--- src/rtl/serial_to_parallel_pkg.sv ---
// Shared constants for the serial-to-parallel converter.
// Holds the default word width, counter width and bit-order encoding.
// No logic; imported by the converter and its bit counter.
package serial_to_parallel_pkg;

  // Default assembled word width in bits.
  localparam int WIDTH_DEFAULT = 8;

  // Counter width needed for the default word width.
  localparam int CNT_W = $clog2(WIDTH_DEFAULT);

  // Bit-order encoding as seen on the msb_first input.
  typedef enum logic {
    LSB_FIRST = 1'b0,
    MSB_FIRST = 1'b1
  } mode_e;

  // Counter width for an arbitrary word width (0..w-1 must fit).
  function automatic int cnt_width(input int w);
    return $clog2(w);
  endfunction

endpackage

--- src/rtl/serial_to_parallel_bit_counter.sv ---
// Bit position counter: counts accepted bits 0..WIDTH-1 and wraps on the last.
// Latency: count updates on the clock edge; wrap is combinational from inc/count.
// Backpressure: none; every inc is counted, clr wins over inc.
module bit_counter
  import serial_to_parallel_pkg::*;
#(
  parameter int WIDTH = WIDTH_DEFAULT,
  parameter int CW    = cnt_width(WIDTH)
) (
  input  logic          clk,
  input  logic          rst,
  input  logic          clr,
  input  logic          inc,
  output logic [CW-1:0] count,
  output logic          wrap
);

  logic last;

  assign last = (count == CW'(WIDTH - 1));
  assign wrap = inc && !clr && last;

  // Advance on each accepted bit, returning to zero after the WIDTH-th.
  always_ff @(posedge clk) begin
    if (rst || clr) begin
      count <= '0;
    end else if (inc) begin
      count <= last ? '0 : count + CW'(1);
    end
  end

endmodule

--- src/rtl/serial_to_parallel.sv ---
// Serial-to-parallel converter: assembles WIDTH serial bits into a word, LSB- or MSB-first.
// Latency: word appears on out one cycle after its last bit is accepted.
// Backpressure: out holds until out_ready; a word completing while out is blocked is dropped and flagged.
module serial_to_parallel
  import serial_to_parallel_pkg::*;
#(
  parameter int WIDTH = WIDTH_DEFAULT
) (
  input  logic             clk,
  input  logic             rst,
  input  logic             in_valid,
  input  logic             in,
  input  logic             msb_first,
  input  logic             flush,
  input  logic             out_ready,
  output logic [WIDTH-1:0] out,
  output logic             out_valid,
  output logic             busy,
  output logic             overrun
);

  localparam int CW = cnt_width(WIDTH);

  logic [CW-1:0]    count;
  logic             wrap;
  logic [WIDTH-1:0] shreg;
  logic [WIDTH-1:0] shreg_nxt;
  mode_e            mode_q;
  mode_e            mode_cur;
  logic             accept;
  logic             transfer;

  assign accept   = in_valid && !flush;
  assign transfer = out_valid && out_ready;

  bit_counter #(
    .WIDTH (WIDTH),
    .CW    (CW)
  ) u_bit_counter (
    .clk   (clk),
    .rst   (rst),
    .clr   (flush),
    .inc   (accept),
    .count (count),
    .wrap  (wrap)
  );

  // Bit order comes from the input on a word's first bit, from the latch afterwards.
  always_comb begin
    mode_cur  = (count == '0) ? mode_e'(msb_first) : mode_q;
    shreg_nxt = shreg;
    if (mode_cur == MSB_FIRST) begin
      shreg_nxt = {shreg[WIDTH-2:0], in};
    end else begin
      shreg_nxt = {in, shreg[WIDTH-1:1]};
    end
  end

  // Shift in accepted bits and hold the bit order for the rest of the word.
  always_ff @(posedge clk) begin
    if (rst) begin
      shreg  <= '0;
      mode_q <= LSB_FIRST;
    end else if (flush) begin
      shreg  <= '0;
    end else if (accept) begin
      shreg  <= shreg_nxt;
      mode_q <= mode_cur;
    end
  end

  // Output register: load on completion if free or draining, else drop and flag overrun.
  always_ff @(posedge clk) begin
    if (rst) begin
      out       <= '0;
      out_valid <= 1'b0;
      overrun   <= 1'b0;
    end else begin
      if (wrap && (!out_valid || transfer)) begin
        out       <= shreg_nxt;
        out_valid <= 1'b1;
      end else if (transfer) begin
        out_valid <= 1'b0;
      end
      if (flush) begin
        overrun <= 1'b0;
      end else if (wrap && out_valid && !out_ready) begin
        overrun <= 1'b1;
      end
    end
  end

  // busy mirrors (count != 0) of the updated counter.
  always_ff @(posedge clk) begin
    if (rst || flush) begin
      busy <= 1'b0;
    end else if (accept) begin
      busy <= !wrap;
    end
  end

endmodule
--- config.mk ---
export PLATFORM = sky130hd
export DESIGN_NAME = serial_to_parallel
export DESIGN_NICKNAME = d
export VERILOG_FILES = /design/src/rtl/serial_to_parallel_pkg.sv /design/src/rtl/serial_to_parallel_bit_counter.sv /design/src/rtl/serial_to_parallel.sv
export SDC_FILE = /design/constraint.sdc
export NUM_CORES = 1
export LEC_CHECK = 0
export ABC_AREA = 1
export CAP_MARGIN = 10
export CELL_PAD_IN_SITES_DETAIL_PLACEMENT = 0
export CELL_PAD_IN_SITES_GLOBAL_PLACEMENT = 1
export CORE_MARGIN = 5
export CORE_UTILIZATION = 46
export CTS_CLUSTER_SIZE = 28
export DETAILED_ROUTE_END_ITERATION = 7
export DONT_BUFFER_PORTS = 1
export PLACE_DENSITY_LB_ADDON = 0.1
export RECOVER_POWER = 100
export SLEW_MARGIN = 30
export SYNTH_ARGS = -nofsm -noshare
export SYNTH_HDL_FRONTEND = slang
export SYNTH_SLANG_ARGS = --single-unit
--- constraint.sdc ---
create_clock -name clk -period 1.8 [get_ports clk]
set_input_delay 0.09 -clock clk [delete_from_list [all_inputs] [get_ports clk]]
set_output_delay 0.09 -clock clk [all_outputs]
set_load 0.005 [all_outputs]
After elaboration in Yosys (flattened, before gate mapping)
Cells that the tools add are included.
{ "op_classes": {"div_mod_pow": 0, "muxes": 5, "bitwise": 1, "n_shift": 0, "magnitude_cmp": 0, "mul": 0, "reduce_logical": 17, "n_eq_ne": 1, "addsub": 1} }
{ "ops": {"columns": ["op", "count"], "rows": [
  ["$mux W8", 1],
  ["$logic_and A1 B1 Y1", 7],
  ["$logic_not A1 Y1", 4],
  ["$add A3 B1 Y3 const B", 1],
  ["$eq A3 B3 Y1 const B", 1],
  ["$logic_not A3 Y1", 1],
  ["$mux W1", 3],
  ["$mux W3", 1],
  ["$logic_or A1 B1 Y1", 2],
  ["$reduce_and A2 Y1", 1],
  ["$reduce_bool A2 Y1", 1],
  ["$reduce_or A2 Y1", 1],
  ["$not A1 Y1", 1]
]} }
{ "word_totals": {"latchBits": 0, "memories": 0, "mem_bits_rw": 0, "romBits": 0, "word_cells": 32, "input_bits": 7, "output_inout_bits": 11, "regBits": 23} }

Longest topological paths before layout
{ "depth": {"depth_word": 6, "mapped_depth": 8, "ltp_nobuf": 8} }

Modules after synthesis
A second synthesis with hierarchy kept.
{ "unflattened": {"hier_cells": 170, "area_unflattened_um2": 1196.1} }
{ "by_module_without_submodules": {"columns": ["module", "seq_area_each_um2", "area_each_um2", "cells_each", "n_inst"], "rows": [
  ["serial_to_parallel", 400.4, 1039.7, 147, 1],
  ["bit_counter", 60.1, 156.4, 23, 1]
]} }

Worst setup path after synthesis
Ideal clock, no wire load.
{ "synth_timing": {"path_kind": "register to register", "startpoint": "register u_bit_counter.count[0]", "endpoint": "register out[0]", "t_arrival_ns": 1.084, "t_required_ns": 1.691, "path_slack_ns": 0.607, "path_buffers": 0, "stages_incl_launch_ff": 9, "period_less_slack_ns": 1.193, "setup_ns": 0.109, "path_cell_list": "dfxtp_1 -> inv_1 -> ha_1 -> nand2_1 -> nand2_1 -> nand3_1 -> nand3_1 -> nand2_1 -> inv_1"} }
{ "synth_between": {"elab_chain_len": 3, "elab_cells_between_ends": 6, "cone_classes": "eq/ne (1); mux (2); reduce/logical (3)"} }
{ "synth_rtl": {"columns": ["item", "line", "source"], "rows": [
  ["start, declared", "serial_to_parallel_bit_counter.sv:14", "output logic [CW-1:0] count,"],
  ["start signal, assigned", "serial_to_parallel_bit_counter.sv:28", "count <= last ? '0 : count + CW'(1);"],
  ["$logic_not A3 Y1 or $eq A3 B3 Y1 (tied branches)", "serial_to_parallel.sv:50, serial_to_parallel_bit_counter.sv:20", null],
  ["$mux W1 or $logic_and A1 B1 Y1 (tied branches)", "serial_to_parallel.sv:50, serial_to_parallel_bit_counter.sv:21", null],
  ["$mux W8 or $logic_and A1 B1 Y1 (tied branches)", "serial_to_parallel.sv:52, serial_to_parallel.sv:79", null],
  ["end signal, assigned", "serial_to_parallel.sv:80", "out <= shreg_nxt;"],
  ["end, declared", "serial_to_parallel.sv:16", "output logic [WIDTH-1:0] out,"]
]} }
Several ways; a longest one is shown, not always the timed one.
A chain may end at the register's enable or synchronous reset.

Final worst setup path
{ "layout_timing": {"startpoint": "register u_bit_counter.count[0]", "endpoint": "register out[5]"} }
Same word-level chain as after synthesis.

==> summary.md <==
| Metric | Value |
|---|---|
| CP Capture Type | flip-flop |
| Leak | a little under 0.6 nW |
| GRT overflow | 0 |
| Layout Nets | roughly 180 |
| Initial Util | about 47% |
| Fin. Hold Viols | 0 |
| Vias in the first global route | around 870 |
| Share of cells above drive strength 1 | 5.36% |
| Starting DRC count in detailed routing | 51 |
| Synth cell types | 17 |
| R2r endpoint | out[5]$_SDFFE_PP0P_ |
| Part of the power in registers | 61.0% |
| Vias per cell | between 4 and 5 |
| DRT Pass-1 Iters | 4 |
| Die Height | a little under 60 um |
| GR Util All Layers | between 10% and 20% |
| Clock sinks | 23 |
| Via count | approximately 970 |
| Ports | 18 |
| Final Max Slew Viols | 0 |
| Worst Hold End | shreg[4]$_SDFFE_PP0P_ |
| Crit path largest cell delay | 0.35 ns |
| Clock Power Share | between 20% and 30% |
| Critical R2R Launch | u_bit_counter.count[0]$_SDFFE_PP0P_ |
| WS Path Type | reg -> reg |
| HP Class | in -> reg |
| Outcome | complete, no violations |
| CP startpoint kind | flip-flop |
| RSZ-0062 raised after global routing | no |
| Die Area | approximately 0.0035 sq mm |
| DRC Markers | 0 |
| Sw power | ~0.23 mW |
| Combinational Power Share | about a tenth |
| P_int | between 0.6 and 0.7 mW |
| Hold WS | 0.00470 ns |
| First-pass GRT wire length | about 4000 um |
| Port bufs | 0 |
| Hold Path Depth | 4 |
| Worst r2r path cells | 7 |
| Filler cells | roughly 260 |
| F_max | slightly above 0.7 GHz |
| Antenna Cells | 0 |
| Clock latency on the worst-skew pair | 0.31 ns |
| Detailed-placement wirelength estimate | about 1700 um |
| CP max FO | 9 |
| Root Driver | clkbuf_4 |
| TritonCTS buffer count | 3 |
| Max_slew headroom | about 72% |
| Largest net degree at the start of global routing | 14 |
| Antenna viol nets, final | 0 |
| Pwr/cell area | about 730 mW/mm^2 |
| CP Cell Sequence | inv_1 -> ha_1 -> nand3_1 -> nand3_1 -> nand3_1 -> nand2_1 -> inv_1 |
| Final min period | roughly 1.4 ns |
| Post-synthesis sequential area ratio | 40.8% |
| Gate Count Post-Synth | ~160 |
| CTS max path bufs | 2 |
| Setup tns final | 0 ns |
| Core Util, Final | approximately 50% |
| Critical Path Slowest Stage Cell | dfxtp_1 |
| Sequential Area | 460 sq um |
| Initial antenna violation count | 0 |
| Clock H-tree levels | 1 |
| Switching Share | 26.5% |
| Crit path DAT | 1.61 ns |
| Post-Layout Cell Count | between 150 and 200 |
| Max_cap viols | 0 |
| Drt wl/cell | approximately 12 um |
| Clock skew | between 0.002 and 0.003 ns |
| R2R setup slack | approximately 0.42 ns |
| VDD IR max | roughly 0.00038 V |
| Layout area overhead | 6.32% |
| Flops & latches, synth | 23 |
| Post-synthesis net count | between 150 and 200 |
| Area of the core | between 0.002 and 0.0025 sq mm |
| Final setup vio count | 0 |
| Routed WL | roughly 2300 um |
| Cell Rows | 18 |
| CTS tree | done |
| Synth warn | 0 |
| Overall power | a little under 0.9 mW |
| Worst slew pin tran | between 0.4 and 0.5 ns |
| Multi-input logic area | 507 sq um |
| Mapped Area | approximately 0.0011 sq mm |
| Final GP Congestion | ~0.91 |
| HP Start | in_valid |
| Placed cell count | around 190 |
| Req. time, crit path | around 2.0 ns |
| CP most frequent cell | nand3_1 |
| Die span in x | 59.5 um |
| Mean post-synth cell area | 6.88 sq um |
| CTS clk-pin slew, worst paths | roughly 0.13 ns |
| Final Cycle Share | between 70 and 80% |
==> stage by stage <==
stage / instance area (sq um) / worst slack [ns]
after floorplan: 1130 / 0.607
after global placement: 1140 / 0.457
after detailed placement: 1140 / 0.452
after CTS: 1200 / 0.431
after global routing: 1200 / 0.288
final: 1200 / 0.418
==> Yosys cell counts <==
cell type  count  share of area [%]
a211oi_1       1               0.67
a21oi_1       12                5.3
buf_4          1               0.67
buf_6          1                1.0
clkbuf_1       1               0.33
clkinv_4       1               0.78
dfxtp_1       23                 41
ha_1           3                3.3
inv_1         31                 10
inv_2          2               0.67
inv_4          1               0.55
nand2_1       26                8.6
nand3_1       35                 16
nand3_4        1                1.6
nor2_1        23                7.6
nor2_8         1                1.8
o21ai_0        1               0.44
==> per-layer routing <==
layer  up-vias  routed length, um  track usage (%)  part of all wire (%)
met2        27                986             22.3                    42
met4         0                 36             6.33                   1.5
li1        517                  -                -                     -
met3         4                137             2.83                   5.9
met5         -                  0                0                     0
met1       417               1170             20.4                    50
==> final cells by class <==
cell class | instances | share of cell area [%]
Multi-Input combinational cell | 103 | 42.2
Tap cell | 30 | 3.13
Clock buffer | 4 | 2.19
Sequential cell | 23 | 38.4
Timing Repair Buffer | 3 | 2.50
Inverter | 35 | 11.6
==> cells by family (layout without fill, tap and decap cells) <==
family	count (synthesis)	in the layout	synth area share, %
AOI/OAI and AO/OA	14	14	6.43
adders and majority gates	3	3	3.33
buffers and inverters	38	42	14.3
DFF	23	23	40.8
and+or+nand+nor	86	86	35.1
==> sequential cells by signal, summed over array words and instances (netlist names) <==
signal	cells
out_valid	1
out	8
overrun	1
mode_q	1
shreg	8
u_bit_counter.count	3
busy	1
==> worst max-delay path by stage <==
stage / startpoint / to / slack (ns) / depth (start not counted)
floorplan: u_bit_counter.count[0]$_SDFFE_PP0P_ / out[0]$_SDFFE_PP0P_ / 0.61 / 8
global placement: u_bit_counter.count[0]$_SDFFE_PP0P_ / out[0]$_SDFFE_PP0P_ / 0.46 / 7
detailed placement: u_bit_counter.count[0]$_SDFFE_PP0P_ / out[5]$_SDFFE_PP0P_ / 0.45 / 8
CTS: u_bit_counter.count[0]$_SDFFE_PP0P_ / out[5]$_SDFFE_PP0P_ / 0.43 / 8
global route: u_bit_counter.count[0]$_SDFFE_PP0P_ / shreg[5]$_SDFFE_PP0P_ / 0.29 / 8
finish: u_bit_counter.count[0]$_SDFFE_PP0P_ / out[5]$_SDFFE_PP0P_ / 0.42 / 7
==> worst max-delay path: cells and delay by family, from the launching register on <==
| family | cells | cell delay (ns) |
|---|---|---|
| fa+ha+maj | 1 | 0.18 |
| buf+inv | 2 | 0.10 |
| flops | 1 | 0.35 |
| simple gates | 4 | 0.66 |
==> cell usage in the layout, fill, tap and decap left out <==
cell,instances
nand3_1,35
inv_2,2
inv_4,1
dfxtp_1,23
nor2_1,23
ha_1,3
inv_1,31
nor2_8,1
dlygate4sd3_1,3
nand3_4,1
clkinv_4,1
a21oi_1,12
o21ai_0,1
a211oi_1,1
clkbuf_4,3
nand2_1,26
clkbuf_1,1
==> timing repair <==
action / 4_1_cts / 5_1_grt
hold buffers: 3 / 0
gates resized for setup: 0 / 0
endpoints found under the hold margin: 20 / 0
buffers inserted: 0 / 0
==> power groups by stage <==
stage	Combinational (mW)	Sequential [mW]	Clock (mW)
floorplan	0.0756	0.539	0
finish	0.0925	0.531	0.247
CTS	0.0922	0.531	0.257
global route	0.106	0.533	0.281
global placement	0.0798	0.542	0
detailed placement	0.0800	0.542	0
Note: power is estimated with default switching activity, not from simulation.
